===== src/rtl/letter_game_pkg.sv =====
// letter_game_pkg: shared FSM states and screen geometry for the letter-typing game.
package letter_game_pkg;
    typedef enum logic [2:0] {IDLE, SPAWN, FALL, HIT, MISS, OVER} state_t;
    localparam int H_ACTIVE    = 640;
    localparam int V_ACTIVE    = 480;
    localparam int BG_W        = 320;
    localparam int SPRITE_PX   = 64;
    localparam int FALL_LIMIT  = V_ACTIVE - SPRITE_PX;
    localparam int NUM_LETTERS = 26;
endpackage


===== src/rtl/letter_sprite_addr_gen_lfsr16.sv =====
// lfsr16: free-running 16-bit Fibonacci LFSR, taps 16,14,13,11.
module lfsr16 #(
    parameter logic [15:0] SEED = 16'hACE1
) (
    input  logic        clk,
    input  logic        rst,
    output logic [15:0] state
);
    always_ff @(posedge clk)
        state <= rst ? SEED : {state[14:0], state[15] ^ state[13] ^ state[12] ^ state[10]};
endmodule


===== src/rtl/letter_sprite_addr_gen.sv =====
// letter_sprite_addr_gen: VGA ROM address/glyph-select generator plus falling-letter game state.
module letter_sprite_addr_gen
    import letter_game_pkg::*;
#(
    parameter int          FALL_STEP = 2,
    parameter int          LIVES     = 3,
    parameter logic [15:0] LFSR_SEED = 16'hACE1,
    parameter int          GLYPH_W   = 32
) (
    input  logic        clk,
    input  logic        rst,
    input  logic [9:0]  h_cnt,
    input  logic [9:0]  v_cnt,
    input  logic        valid,
    input  logic        start,
    input  logic        key_valid,
    input  logic [4:0]  key_code,
    output logic [16:0] pixel_addr,
    output logic        flag_alphabet,
    output logic [7:0]  score,
    output logic [1:0]  lives,
    output logic        game_over
);
    localparam logic [9:0] SPAN = 10'(2 * GLYPH_W);

    state_t      state, state_nx;
    logic [15:0] lfsr;
    logic [4:0]  letter, spawn_letter;
    logic [9:0]  x, y, y_step, spawn_x, dh, dv;
    logic        frame_tick, key_hit, show, sprite_hit, hit_d;
    logic [16:0] bg_addr, addr_nx;
    logic        unused_lfsr;

    lfsr16 #(.SEED(LFSR_SEED)) u_lfsr (.clk(clk), .rst(rst), .state(lfsr));

    assign unused_lfsr  = ^{lfsr[15:11], lfsr[7:5]};
    assign frame_tick   = v_cnt == 10'(V_ACTIVE) && h_cnt == 10'd0;
    assign key_hit      = key_valid && key_code == letter;
    assign y_step       = y + 10'(FALL_STEP);
    assign spawn_letter = lfsr[4:0] >= 5'(NUM_LETTERS) ? lfsr[4:0] - 5'(NUM_LETTERS) : lfsr[4:0];
    // lfsr[10:8]*80 split into *64 + *16
    assign spawn_x      = {1'b0, lfsr[10:8], 6'b0} + {3'b0, lfsr[10:8], 4'b0} + 10'd8;

    always_ff @(posedge clk)
        state <= rst ? IDLE : state_nx;

    always_comb begin
        state_nx = state;
        unique case (state)
            IDLE:    state_nx = start ? SPAWN : IDLE;
            SPAWN:   state_nx = frame_tick ? FALL : SPAWN;
            FALL:    state_nx = key_hit ? HIT : (frame_tick && y_step >= 10'(FALL_LIMIT)) ? MISS : FALL;
            HIT:     state_nx = SPAWN;
            MISS:    state_nx = lives == 2'd1 ? OVER : SPAWN;
            OVER:    state_nx = start ? SPAWN : OVER;
            default: state_nx = IDLE;
        endcase
    end

    always_comb begin
        game_over = state == OVER;
        show      = state == FALL;
    end

    always_ff @(posedge clk) begin
        if (rst) begin
            letter <= '0;
            x      <= '0;
            y      <= '0;
            score  <= '0;
            lives  <= 2'(LIVES);
        end else begin
            if (state == SPAWN && frame_tick) begin
                letter <= spawn_letter;
                x      <= spawn_x;
                y      <= '0;
            end
            if (state == FALL && !key_hit && frame_tick)
                y <= y_step;
            if (state == FALL && key_hit && score != 8'hFF)
                score <= score + 8'd1;
            if (state == MISS)
                lives <= lives - 2'd1;
            if (state == OVER && start) begin
                score <= '0;
                lives <= 2'(LIVES);
            end
        end
    end

    // unsigned wrap makes counters left/above the sprite fail the span test
    assign dh         = h_cnt - x;
    assign dv         = v_cnt - y;
    assign sprite_hit = show && valid && dh < SPAN && dv < SPAN;
    // (v/2)*320 as (v/2)*256 + (v/2)*64
    assign bg_addr    = {v_cnt[9:1], 8'b0} + {2'b0, v_cnt[9:1], 6'b0} + {8'b0, h_cnt[9:1]};
    assign addr_nx    = sprite_hit ? {2'b0, letter, dv[5:1], dh[5:1]} : valid ? bg_addr : 17'd0;

    always_ff @(posedge clk) begin
        if (rst) begin
            pixel_addr    <= '0;
            hit_d         <= 1'b0;
            flag_alphabet <= 1'b0;
        end else begin
            pixel_addr    <= addr_nx;
            hit_d         <= sprite_hit;
            flag_alphabet <= hit_d;
        end
    end
endmodule


===== config.mk =====
export PLATFORM = sky130hd
export DESIGN_NAME = letter_sprite_addr_gen
export DESIGN_NICKNAME = d
export VERILOG_FILES = /design/src/rtl/letter_game_pkg.sv /design/src/rtl/letter_sprite_addr_gen_lfsr16.sv /design/src/rtl/letter_sprite_addr_gen.sv
export SDC_FILE = /design/constraint.sdc
export NUM_CORES = 1
export LEC_CHECK = 0
export ABC_AREA = 0
export BUFFER_PORTS_ARGS = -buffer_cell sky130_fd_sc_hd__buf_4
export CORE_MARGIN = 2
export CORE_UTILIZATION = 47
export CTS_CLUSTER_DIAMETER = 30
export DETAILED_ROUTE_END_ITERATION = 8
export PLACE_DENSITY = 0.67
export SLEW_MARGIN = 25
export SYNTH_ARGS = -nofsm -noshare
export SYNTH_HDL_FRONTEND = slang
export SYNTH_SLANG_ARGS = --single-unit

===== constraint.sdc =====
create_clock -name clk -period 4.41 [get_ports clk]
set_clock_uncertainty 0.2 [all_clocks]
set_input_delay 0.6615 -clock clk [delete_from_list [all_inputs] [get_ports clk]]
set_output_delay 0.6615 -clock clk [all_outputs]
set_load 0.005 [all_outputs]

Yosys cells after proc, flatten, opt, wreduce, memory -nomap -nowiden
Cells that the tools add are included.
{"block": "word_totals", "reg_bits": 73, "in_bits": 30, "out_inout_bits": 29, "wordCells": 68}
{"block": "op_classes", "addsub": 10, "magnitude_cmp": 4, "eq_ne": 9, "n_mux": 12, "n_bitwise": 4, "reduce_logical": 18}
{"op": "2-to-1 mux 15 bit", "n": 2}
{"op": "less-than comparator 10 x 7 -> 1 bit (second input constant)", "n": 2}
{"op": "2-to-1 mux 10 bit", "n": 2}
{"op": "subtractor 10 bit", "n": 2}
{"op": "one-hot mux 3 bit (6 select lines)", "n": 1}
{"op": "adder 17 x 15 -> 17 bit", "n": 1}
{"op": "adder 17 x 9 -> 17 bit", "n": 1}
{"op": "logical AND 1 bit", "n": 12}
{"op": "2-to-1 mux 3 bit", "n": 4}
{"op": "adder 10 x 2 -> 10 bit (second input constant)", "n": 1}
{"op": "adder 10 x 4 -> 10 bit (second input constant)", "n": 1}
{"op": "adder 9 x 7 -> 10 bit", "n": 1}
{"op": "equality test 10 x 9 -> 1 bit (second input constant)", "n": 1}
{"op": ">= comparator 10 x 9 -> 1 bit (second input constant)", "n": 1}
{"op": "logical NOT 10 bit", "n": 1}
{"op": "adder 8 x 1 -> 8 bit (second input constant)", "n": 1}
{"op": "inequality test 8 bit (second input constant)", "n": 1}
{"op": "equality test 3 x 2 -> 1 bit (second input constant)", "n": 2}
{"op": "equality test 3 bit (second input constant)", "n": 2}
{"op": "equality test 5 bit", "n": 1}
{"op": ">= comparator 5 bit (second input constant)", "n": 1}
{"op": "2-to-1 mux 5 bit", "n": 1}
{"op": "subtractor 5 bit (second input constant)", "n": 1}
{"op": "equality test 3 x 1 -> 1 bit (second input constant)", "n": 1}
{"op": "11 further kinds", "n": 13}

Longest topological paths before layout
Gate-level depths: netlist (run 1).
{"block": "logic_depth", "depth_word": 6, "ltp_mapped": 10, "mapped_depth_nobuf": 10}

Modules after synthesis
Synthesis (run 1) repeated with hierarchy kept, for this count alone.
{"block": "unflattened", "hier_cells": 480, "hier_area_um2": 4115.2}
{"module": "letter_sprite_addr_gen", "n_inst": 1, "cells_per_inst": 444, "area_each_um2": 3661.0, "seq_area_each_um2": 1061.0}
{"module": "lfsr16", "n_inst": 1, "cells_per_inst": 36, "area_each_um2": 454.2, "seq_area_each_um2": 320.3}

Worst setup path after synthesis (run 1)
No wires, ideal clock.
{"block": "synth_path", "path_type": "input-to-reg", "startpoint": "input port v_cnt[4]", "endpoint": "register pixel_addr[11]", "setup_ns": 0.121, "arrival_ns": 3.081, "required_time_ns": 4.089, "slack_ns": 1.008, "cell_stages": 7, "n_path_buf": 0, "path_cell_list": "ha_1 > nand2_1 > o31ai_1 > mux2_2 > or4b_4 > nor4_4 > mux2_2"}
{"block": "synth_via", "elab_chain_cells": 4, "word_cells_on_any_way": 7, "classes_between": "add/sub: 3; order compare: 1; mux: 2; reduce/logical: 1"}
{"element": "start: declaration", "line": "letter_sprite_addr_gen.sv:13", "rtl": "input logic [9:0] v_cnt,"}
{"element": "adder 17 x 15 -> 17 bit / subtractor 10 bit (equally long branches)", "line": "letter_sprite_addr_gen.sv:96, letter_sprite_addr_gen.sv:93"}
{"element": "adder 17 x 9 -> 17 bit / less-than comparator 10 x 7 -> 1 bit (equally long branches)", "line": "letter_sprite_addr_gen.sv:96, letter_sprite_addr_gen.sv:94"}
{"element": "2-to-1 mux 15 bit / logical AND 1 bit (equally long branches)", "line": "letter_sprite_addr_gen.sv:97, letter_sprite_addr_gen.sv:94"}
{"element": "2-to-1 mux 15 bit *", "line": "letter_sprite_addr_gen.sv:97", "rtl": "assign addr_nx = sprite_hit ? {2'b0, letter, dv[5:1], dh[5:1]} : valid ? bg_addr : 17'd0;"}
{"element": "end signal: assignment", "line": "letter_sprite_addr_gen.sv:105", "rtl": "pixel_addr <= addr_nx;"}
{"element": "end: declaration", "line": "letter_sprite_addr_gen.sv:18", "rtl": "output logic [16:0] pixel_addr,"}
Mark *: on every way between the ends. The rest lies on a longest branch, timed or not.
A chain may end at the register's enable or synchronous reset.

Worst setup path after layout (run 1)
{"block": "layout_path", "startpoint": "register y[3]", "endpoint": "register pixel_addr[8]"}
{"block": "layout_via", "elab_chain_cells": 4}
{"element": "start: declaration", "line": "letter_sprite_addr_gen.sv:29", "rtl": "logic [9:0] x, y, y_step, spawn_x, dh, dv;"}
{"element": "start signal: assignment", "line": "letter_sprite_addr_gen.sv:79", "rtl": "y <= y_step;"}
{"element": "subtractor 10 bit *", "line": "letter_sprite_addr_gen.sv:93", "rtl": "assign dv = v_cnt - y;"}
{"element": "less-than comparator 10 x 7 -> 1 bit", "line": "letter_sprite_addr_gen.sv:94", "rtl": "assign sprite_hit = show && valid && dh < SPAN && dv < SPAN;"}
{"element": "logical AND 1 bit", "line": "letter_sprite_addr_gen.sv:94"}
{"element": "2-to-1 mux 15 bit *", "line": "letter_sprite_addr_gen.sv:97"}
Marks and branches as above.

==> impl_metrics.tcl, run 1 <==
set metrics [dict create \
    drc_errors 0 \
    finalWeightedCongestion 0.8801 \
    die_h_um 99.41 \
    synth_seq_cells 69 \
    path_class "reg -> reg" \
    ys_types 57 \
    min_path_type "reg -> reg" \
    use_met2 0.3565 \
    pwr-share-clk 0.368 \
    cts_resized 0 \
    outcome "complete, no violations" \
    seq_area_mm2 0.001381 \
    critical_path.max_fanout 8 \
    drt-initial-drc-count 155 \
    crit_path_start_kind "flop" \
    maxSlewViolCount 0 \
    crit_path_end_kind "flop" \
    clk_latency_ns 0.34 \
    synth_cells 506 \
    ys_seq_area_frac 0.3229 \
    hold_viol_final 0 \
    firstDrtPassIters 4 \
    power_mw 1.449 \
    synth-async-reset-ratio 0 \
    use_met3 0.04357 \
    post-route-min-period_ns 3.423 \
    ys_top_cells_by_area "dfxtp_1 (32%), ha_1 (11%), a21oi_1 (4.0%)" \
    hold_buffers 0 \
    routed_wirelength_um 10340 \
    vias 3719 \
    fmax_mhz 292.2 \
    worstPathRequired_ns 4.44 \
    switching_share 0.2851 \
    drive_gt1_frac 0.1781 \
    io_buffers 58 \
    cap_viol_max_count 0 \
    synth_top_area_share 0.3229 \
    viasPerCell 5.510 \
    worst_pin_slew_ns 0.9350 \
    cts_tree "yes" \
    syn_nets 576 \
    coreArea_mm2 0.008763 \
    ys_warn_count 0 \
    setup_viol 0 \
    slew_headroom 0.3754 \
    postPlaceCellArea_mm2 0.004822 \
    clockBufferDepth 2 \
    critPathArrivalTime_ns 3.46 \
    die-area_mm2 0.009881 \
    tns_ns 0 \
    synth_area_leader_cell "dfxtp_1" \
    post-cts-setup-buffer-count 0 \
    multiInputGateArea_mm2 0.002701 \
    syn2layout_area_growth_pct 17.49 \
    grt.total_usage 0.2152 \
    syn-cell-area_mm2 0.004278 \
    power_per_cell_area_mw_per_mm2 288.3 \
    cts-htree-levels 3 \
    pwr-share-comb 0.180 \
    power_leakage_nw 2.039 \
    path_clk_slew_ns 0.08 \
    cts_num_sinks 69 \
    rows 34 \
    diodes 0 \
    nFillCells 790 \
    rsz0062_at_grt "no" \
    yosys.cell_count.top_type "dfxtp_1" \
    grt_use_met1 0.2806 \
    io_pins 59 \
    die_w_um 99.41 \
    post_drt_wl_per_cell_um 15.32 \
    place_hpwl_um 8073 \
    stdcell_area_mm2 0.005026 \
    synth.avg_cell_area_um2 8.454 \
    synthTopCellsByCount "dfxtp_1 (69), nor2_1 (44), ha_1 (37)" \
    p_switching_mw 0.4132 \
    antenna_found_initial 0 \
    seq_power_share 0.452 \
    start_util 0.4881 \
    period_share 0.7761 \
    ir_worst_vdd_mv 0.3089 \
    root_buffer "clkbuf_8" \
    synth_edf_count 0 \
    drt.antenna.violating_nets 0 \
    grt_pass1_vias 3469 \
    nNetsFinal 632 \
    tritoncts.num_buffers 9 \
    grt_pass1_wl_um 16820 \
    top_usage_layer "met2" \
    grt_overflow 0 \
    grt_max_degree 55 \
    fin_hold_ws_ns 0.2141 \
    power.internal_mw 1.036 \
    ys.flop_type "dfxtp_1" \
]
[cells in the final DEF, fill, tap and decap left out, drive strengths merged, types with 10 or more instances in the layout]
master / synthesis / routed
buf: 3 / 63
nor2b: 13 / 13
ha: 37 / 37
xnor2: 17 / 17
dfxtp: 69 / 69
mux2i: 17 / 17
a21oi: 34 / 34
inv: 35 / 39
nand3: 20 / 20
o21ai: 10 / 10
nor3: 19 / 19
xor2: 10 / 10
nand2: 28 / 28
nand2b: 14 / 14
nor2: 44 / 44
[power by group through the flow]
stage / logic (mW) / registers [mW] / clock network [mW]
5_1_grt: 0.289 / 0.658 / 0.574
6_report: 0.261 / 0.655 / 0.534
3_5_place_dp: 0.259 / 0.670 / 0
3_3_place_gp: 0.254 / 0.670 / 0
2_1_floorplan: 0.168 / 0.668 / 0
4_1_cts: 0.261 / 0.655 / 0.549
[critical path, stage by stage (launching register included)]
cell	delay, ns
dfxtp_1	0.41
inv_1	0.12
ha_1	0.37
nand2_1	0.09
o31ai_1	0.27
buf_4	0.18
mux2_2	0.34
or4b_4	0.50
nor4_4	0.42
mux2_2	0.40
[flip-flops by register name, indices dropped and copies added, names as in the netlist]
register	cells
lives	2
state	3
letter	5
y	9
flag_alphabet	1
hit_d	1
pixel_addr	17
score	8
u_lfsr.state	16
x	7
[worst paths after layout]
kind / startpoint / endpoint / slack [ns] / depth (start not counted)
max reg2reg: y[3]$_SDFFE_PP0P_ / pixel_addr[8]$_SDFF_PP0_ / 0.99 / 9
min: u_lfsr.state[14]$_SDFF_PP0_ / u_lfsr.state[15]$_SDFF_PP1_ / 0.21 / 1
min reg2reg: u_lfsr.state[14]$_SDFF_PP0_ / u_lfsr.state[15]$_SDFF_PP1_ / 0.21 / 1
max: y[3]$_SDFFE_PP0P_ / pixel_addr[8]$_SDFF_PP0_ / 0.99 / 9
[per-layer routing]
metal	wire length, um	up-vias	share of wire
met2	4768	80	0.46
met3	486	18	0.047
met5	0	-	0
met1	4847	1709	0.47
met4	237	0	0.023
li1	-	1912	-
[area by class of cell]
class,count,share of cell area
Clock buffer,9,0.02465
Clock inverter,7,0.01593
Inverter,35,0.02614
Multi-Input combinational cell,384,0.5375
Sequential cell,69,0.2748
Tap cell,108,0.02689
Timing Repair Buffer,63,0.09410
[logic make-up (layout without fill, tap and decap cells)]
group / count (synthesis) / after routing / synth area share
buffers and inverters: 53 / 114 / 0.04826
adder cells (fa/ha/maj): 40 / 40 / 0.1223
multiplexers: 23 / 23 / 0.05557
AO/OA/AOI/OAI: 102 / 102 / 0.1568
other: 1 / 1 / 0.0008766
flip-flops: 69 / 69 / 0.3229
XOR/XNOR: 27 / 27 / 0.05704
AND/OR/NAND/NOR: 191 / 191 / 0.2363
[through the flow]
step                utilization  setup slack (ns)  std cells
detailed placement       0.5503            0.7649        659
CTS                      0.5735            0.9824        675
global route             0.5735            0.8048        675
global placement         0.5503            0.7977        659
floorplan                     -             1.008        506
finish                   0.5735            0.9875        675
(Power assumes the default switching activity.)
==> inputs of run 2 (changes only) <==
clock period = 3.5 ns   (was 4.41 ns; I/O delays follow)
==> impl_metrics.tcl, run 2 (same netlist as run 1, synthesis figures left out) <==
set metrics [dict create \
    grt_pass1_wl_um 17220 \
    multiInputGateArea_mm2 0.002706 \
    cts-htree-levels 3 \
    top_usage_layer "met2" \
    clockBufferDepth 2 \
    use_met3 0.04779 \
    critPathBufInv 2 \
    io_buffers 58 \
    worst_pin_slew_ns 0.7176 \
    power_leakage_nw 2.053 \
    power.internal_mw 1.302 \
    rsz0062_at_grt "no" \
    syn2layout_area_growth_pct 18.08 \
    drive_gt1_frac 0.1825 \
    firstDrtPassIters 6 \
    p_switching_mw 0.5092 \
    grt_pass1_vias 3545 \
    drt.antenna.violating_nets 0 \
    layout_commonest_cell "dfxtp_1" \
    drc_errors 0 \
    nNetsFinal 635 \
    pwr-share-comb 0.183 \
    worstPathRequired_ns 3.56 \
    critPathSlowestCell "or4b_4" \
    pre_cts_ws_ns 0.07958 \
    crit_path_start_kind "flop" \
    hold_viol_final 0 \
    nFillCells 826 \
    fmax_mhz 302.6 \
    post-route-min-period_ns 3.305 \
    io_pins 59 \
    use_met2 0.3508 \
    cts_tree "yes" \
    routed_wirelength_um 10710 \
    critPathArrivalTime_ns 3.36 \
    final_cell_mix "dfxtp_1 (69), buf_4 (65), nor2_1 (44)" \
    setup_viol 0 \
    path_class "reg -> reg" \
    critical_path.max_fanout 6 \
    seq_area_mm2 0.001381 \
    clk_latency_ns 0.34 \
    cts_num_sinks 69 \
    hold_buffers 0 \
    tritoncts.num_buffers 9 \
    die-area_mm2 0.009881 \
    max_stage_delay_ns 0.50 \
    viasPerCell 5.614 \
    place_hpwl_um 8145 \
    ir_worst_vdd_mv 0.2935 \
    seq_power_share 0.456 \
    period_share 0.9443 \
    grt_overflow 0 \
    maxSlewViolCount 0 \
    drt-initial-drc-count 197 \
    slew_headroom 0.5172 \
    start_util 0.4881 \
    die_w_um 99.41 \
    pwr-share-clk 0.361 \
    path_clk_slew_ns 0.07 \
    regMostFlops "pixel_addr" \
    crit_path_end_kind "flop" \
    worstPathCellList "inv_1, ha_1, nand2_1, o31ai_2, mux2_2, or4b_4, nor4_4, buf_4, mux2i_1" \
    antenna_found_initial 0 \
    rows 34 \
    fin_ws_ns 0.1948 \
    vias 3806 \
    tns_ns 0 \
    grt.total_usage 0.2163 \
    largest_reg_flops 17 \
    outcome "complete, no violations" \
    coreArea_mm2 0.008763 \
    cap_viol_max_count 0 \
    grt_use_met1 0.2931 \
    largestRegisters "pixel_addr x17, u_lfsr.state x16, y x9" \
    crit_family "simple AND/OR/NAND/NOR gates" \
    power_per_cell_area_mw_per_mm2 358.7 \
    root_buffer "clkbuf_8" \
    switching_share 0.2811 \
    die_h_um 99.41 \
    finalWeightedCongestion 0.9719 \
    post_drt_wl_per_cell_um 15.79 \
    diodes 0 \
    min_path_type "in -> reg" \
    grt_max_degree 55 \
]
-- run 2: per-stage QoR --
stage	hold WS, ns	total power [mW]	instances	area, um^2	utilization
2_1_floorplan	0.1895	1.052	506	4278	-
3_3_place_gp	0.1948	1.163	661	4837	0.5520
3_5_place_dp	0.1989	1.169	661	4837	0.5520
4_1_cts	0.1930	1.829	677	5035	0.5745
5_1_grt	0.1963	1.898	678	5051	0.5764
6_report	0.2052	1.812	678	5051	0.5764
-- run 2: worst paths after layout --
| kind | start | endpoint | slack [ns] | cells after the start |
|---|---|---|---|---|
| worst max register to register | y[3]$_SDFFE_PP0P_ | pixel_addr[7]$_SDFF_PP0_ | 0.19 | 9 |
| worst max-delay path | y[3]$_SDFFE_PP0P_ | pixel_addr[7]$_SDFF_PP0_ | 0.19 | 9 |
| worst min-delay path | h_cnt[2] | pixel_addr[1]$_SDFF_PP0_ | 0.21 | 2 |
| worst min register to register | u_lfsr.state[14]$_SDFF_PP0_ | u_lfsr.state[15]$_SDFF_PP1_ | 0.22 | 1 |
-- run 2: what timing repair did --
action	4_1_cts	5_1_grt
setup endpoints to repair	0	1
resized for setup	0	2
buffers inserted	0	1
endpoints found under the hold margin	0	0
-- run 2: routing by layer --
layer / routed length [um] / vias up / share of wire
li1: - / 1916 / -
met1: 4993 / 1765 / 0.47
met2: 4922 / 114 / 0.46
met3: 657 / 11 / 0.061
met4: 133 / 0 / 0.012
met5: 0 / - / 0
-- run 2: cell type report --
type	count	share of cell area
Tap cell	108	0.02675
Multi-Input combinational cell	384	0.5358
Clock buffer	10	0.02527
Clock inverter	6	0.01387
Timing Repair Buffer	66	0.09884
Sequential cell	69	0.2735
Inverter	35	0.02601
-- run 2: worst reg2reg max path: stages (launching register included) --
cell and delay, ns:
dfxtp_1 0.41, inv_1 0.12, ha_1 0.36, nand2_1 0.10
o31ai_2 0.29, mux2_2 0.39, or4b_4 0.50, nor4_4 0.44
buf_4 0.22, mux2i_1 0.21
-- run 2: power groups by stage --
stage          clock (mW)  sequential [mW]  combinational [mW]
2_1_floorplan           0            0.841               0.211
3_3_place_gp            0            0.844               0.319
3_5_place_dp            0            0.844               0.325
4_1_cts             0.675            0.826               0.328
5_1_grt             0.701            0.829               0.368
6_report            0.655            0.825               0.332
==> inputs of run 3 (changes only) <==
CTS_CLUSTER_SIZE = 40   (was unset)
PLACE_DENSITY = 0.68   (was 0.67)
SYNTH_HIERARCHICAL = 1   (was unset)
==> impl_metrics.tcl, run 3 <==
set metrics [dict create \
    grt.total_usage 0.2047 \
    synth_seq_cells 69 \
    final_cell_mix "dfxtp_1 (69), buf_4 (58), nor2_1 (51)" \
    hold_buffers 0 \
    path_clk_slew_ns 0.08 \
    power_leakage_nw 2.021 \
    hold_viol_final 0 \
    nFillCells 805 \
    r2r_setup_slack_ns 0.17 \
    synth_area_leader_cell "dfxtp_1" \
    io_buffers 58 \
    ir_worst_vdd_mv 0.1801 \
    cts-htree-levels 3 \
    grt_pass1_vias 3374 \
    post_drt_wl_per_cell_um 14.62 \
    slew_headroom 0.3160 \
    synth.avg_cell_area_um2 8.573 \
    rows 34 \
    largestRegisters "pixel_addr x17, u_lfsr/state x16, y x9" \
    tritoncts.num_buffers 9 \
    routed_wirelength_um 9443 \
    ys_types 62 \
    grt_pass1_wl_um 15840 \
    period_share 0.9524 \
    drt-initial-drc-count 91 \
    crit_path_end_kind "flop" \
    largest_reg_flops 17 \
    maxSlewViolCount 0 \
    synth-async-reset-ratio 0 \
    tns_ns 0 \
    die_w_um 97.57 \
    ys_warn_count 6 \
    rsz0062_at_grt "no" \
    dp.cells 630 \
    synth_compound_area_frac 0.1560 \
    synth_xor_area_frac 0.07236 \
    cap_viol_max_count 0 \
    post-route-util 0.5606 \
    path_class "reg -> reg" \
    synth_top_family_by_area "simple AND/OR/NAND/NOR gates" \
    yosys.cell_count.top_type "dfxtp_1" \
    grt_max_degree 53 \
    synth_edf_count 0 \
    diodes 0 \
    die-area_mm2 0.009520 \
    cts_num_sinks 69 \
    startpoint "y[6]$_SDFFE_PP0P_" \
    multiInputGateArea_mm2 0.002525 \
    post-cts-setup-buffer-count 0 \
    ff2ff_path_depth 10 \
    ys_seq_area_frac 0.3357 \
    worst_pin_slew_ns 1.024 \
    start_util 0.4789 \
    grt_overflow 0 \
    worstReg2RegStart "y[6]$_SDFFE_PP0P_" \
    clockBufferDepth 2 \
    outcome "complete, no violations" \
    synthSimpleGateAreaFrac 0.2329 \
    synth-adder-area-share 0.1271 \
    seq_area_mm2 0.001381 \
    drive_gt1_frac 0.1617 \
    cts_resized 0 \
    layout_commonest_cell "dfxtp_1" \
    synth_cells 480 \
    io_pins 59 \
    coreArea_mm2 0.008593 \
    syn-cell-area_mm2 0.004115 \
    clk_latency_ns 0.34 \
    place_hpwl_um 7204 \
    synth_top_area_share 0.3357 \
    drc_errors 0 \
    muxShareOfSynthArea 0.02432 \
    syn2layout_area_growth_pct 17.06 \
    antenna_found_initial 0 \
    power_mw 1.809 \
    ys.flop_type "dfxtp_1" \
    cp-endpoint "pixel_addr[11]$_SDFF_PP0_" \
    worstPathRequired_ns 3.59 \
    fin_cells 646 \
    power_per_cell_area_mw_per_mm2 375.6 \
    syn_nets 550 \
    cts_tree "yes" \
    synthTopCellsByCount "dfxtp_1 (69), nor2_1 (51), ha_1 (37)" \
    crit_path_start_kind "flop" \
    drt.antenna.violating_nets 0 \
    die_h_um 97.57 \
    fmax_mhz 300.0 \
    finalWeightedCongestion 0.9537 \
    post-route-min-period_ns 3.333 \
    vias 3493 \
    reg2reg_to "pixel_addr[11]$_SDFF_PP0_" \
    critical_path.max_fanout 27 \
    nNetsFinal 603 \
    viasPerCell 5.407 \
    root_buffer "clkbuf_8" \
    min_path_type "in -> reg" \
    firstDrtPassIters 4 \
    setup_viol 0 \
    regMostFlops "pixel_addr" \
    ys_top_cells_by_area "dfxtp_1 (34%), ha_1 (11%), xor2_1 (4.7%)" \
    critPathArrivalTime_ns 3.42 \
]
## run 3: area by class of cell
cell class / count / share of cell area
clock inverters: 6 / 0.01455
repair buffers: 59 / 0.09455
clock buffers: 10 / 0.02857
multi-input cells: 364 / 0.5242
flip-flops and latches: 69 / 0.2868
inverters: 30 / 0.02338
well taps: 108 / 0.02805
## run 3: where the power goes
part | internal (mW) | total (mW) | switching [mW]
Clock | 0.352 | 0.677 | 0.325
Sequential | 0.813 | 0.829 | 0.0165
Combinational | 0.144 | 0.303 | 0.159
## run 3: worst min-delay path by stage
stage,startpoint,endpoint,slack [ns],depth (start not counted)
2_1_floorplan,u_lfsr/state[14]$_SDFF_PP0_,u_lfsr/state[15]$_SDFF_PP1_,0.18,1
3_3_place_gp,u_lfsr/state[14]$_SDFF_PP0_,u_lfsr/state[15]$_SDFF_PP1_,0.19,1
3_5_place_dp,u_lfsr/state[6]$_SDFF_PP1_,u_lfsr/state[7]$_SDFF_PP1_,0.19,1
4_1_cts,h_cnt[1],pixel_addr[0]$_SDFF_PP0_,0.18,2
5_1_grt,h_cnt[1],pixel_addr[0]$_SDFF_PP0_,0.19,2
6_report,h_cnt[1],pixel_addr[0]$_SDFF_PP0_,0.19,2
## run 3: cell families (layout without fill, tap and decap cells)
group,after synthesis,in the layout
simple gates,179,179
compound gates,100,100
flops,69,69
buf+inv,47,105
fa+ha+maj,40,40
xor+xnor,34,34
mux,10,10
other cells,1,1
## run 3: per-stage QoR
step	instance area (um^2)	hold slack, ns	setup slack (ns)
3_3_place_gp	4609	0.1883	0.1520
4_1_cts	4817	0.1759	0.2137
3_5_place_dp	4609	0.1931	0.05937
5_1_grt	4817	0.1902	0.07080
6_report	4817	0.1925	0.1666
2_1_floorplan	4115	0.1832	0.6570
## run 3: worst max-delay path, cell delays in order, from the launching register on
cell and delay, ns:
dfxtp_1 0.41, inv_1 0.10, ha_1 0.39, a21o_1 0.25, a2111oi_0 0.43, a211oi_1 0.12, xnor2_1 0.36, nor4b_4 0.11
buf_12 0.18, nor4bb_1 0.55, a31o_2 0.19
## run 3: per-layer routing
layer	GRT usage	wire length (um)	vias up
met2	0.3385	4415	86
li1	-	-	1782
met3	0.03669	366	12
met1	0.2697	4486	1613
met5	0	0	-
met4	0.06944	175	0
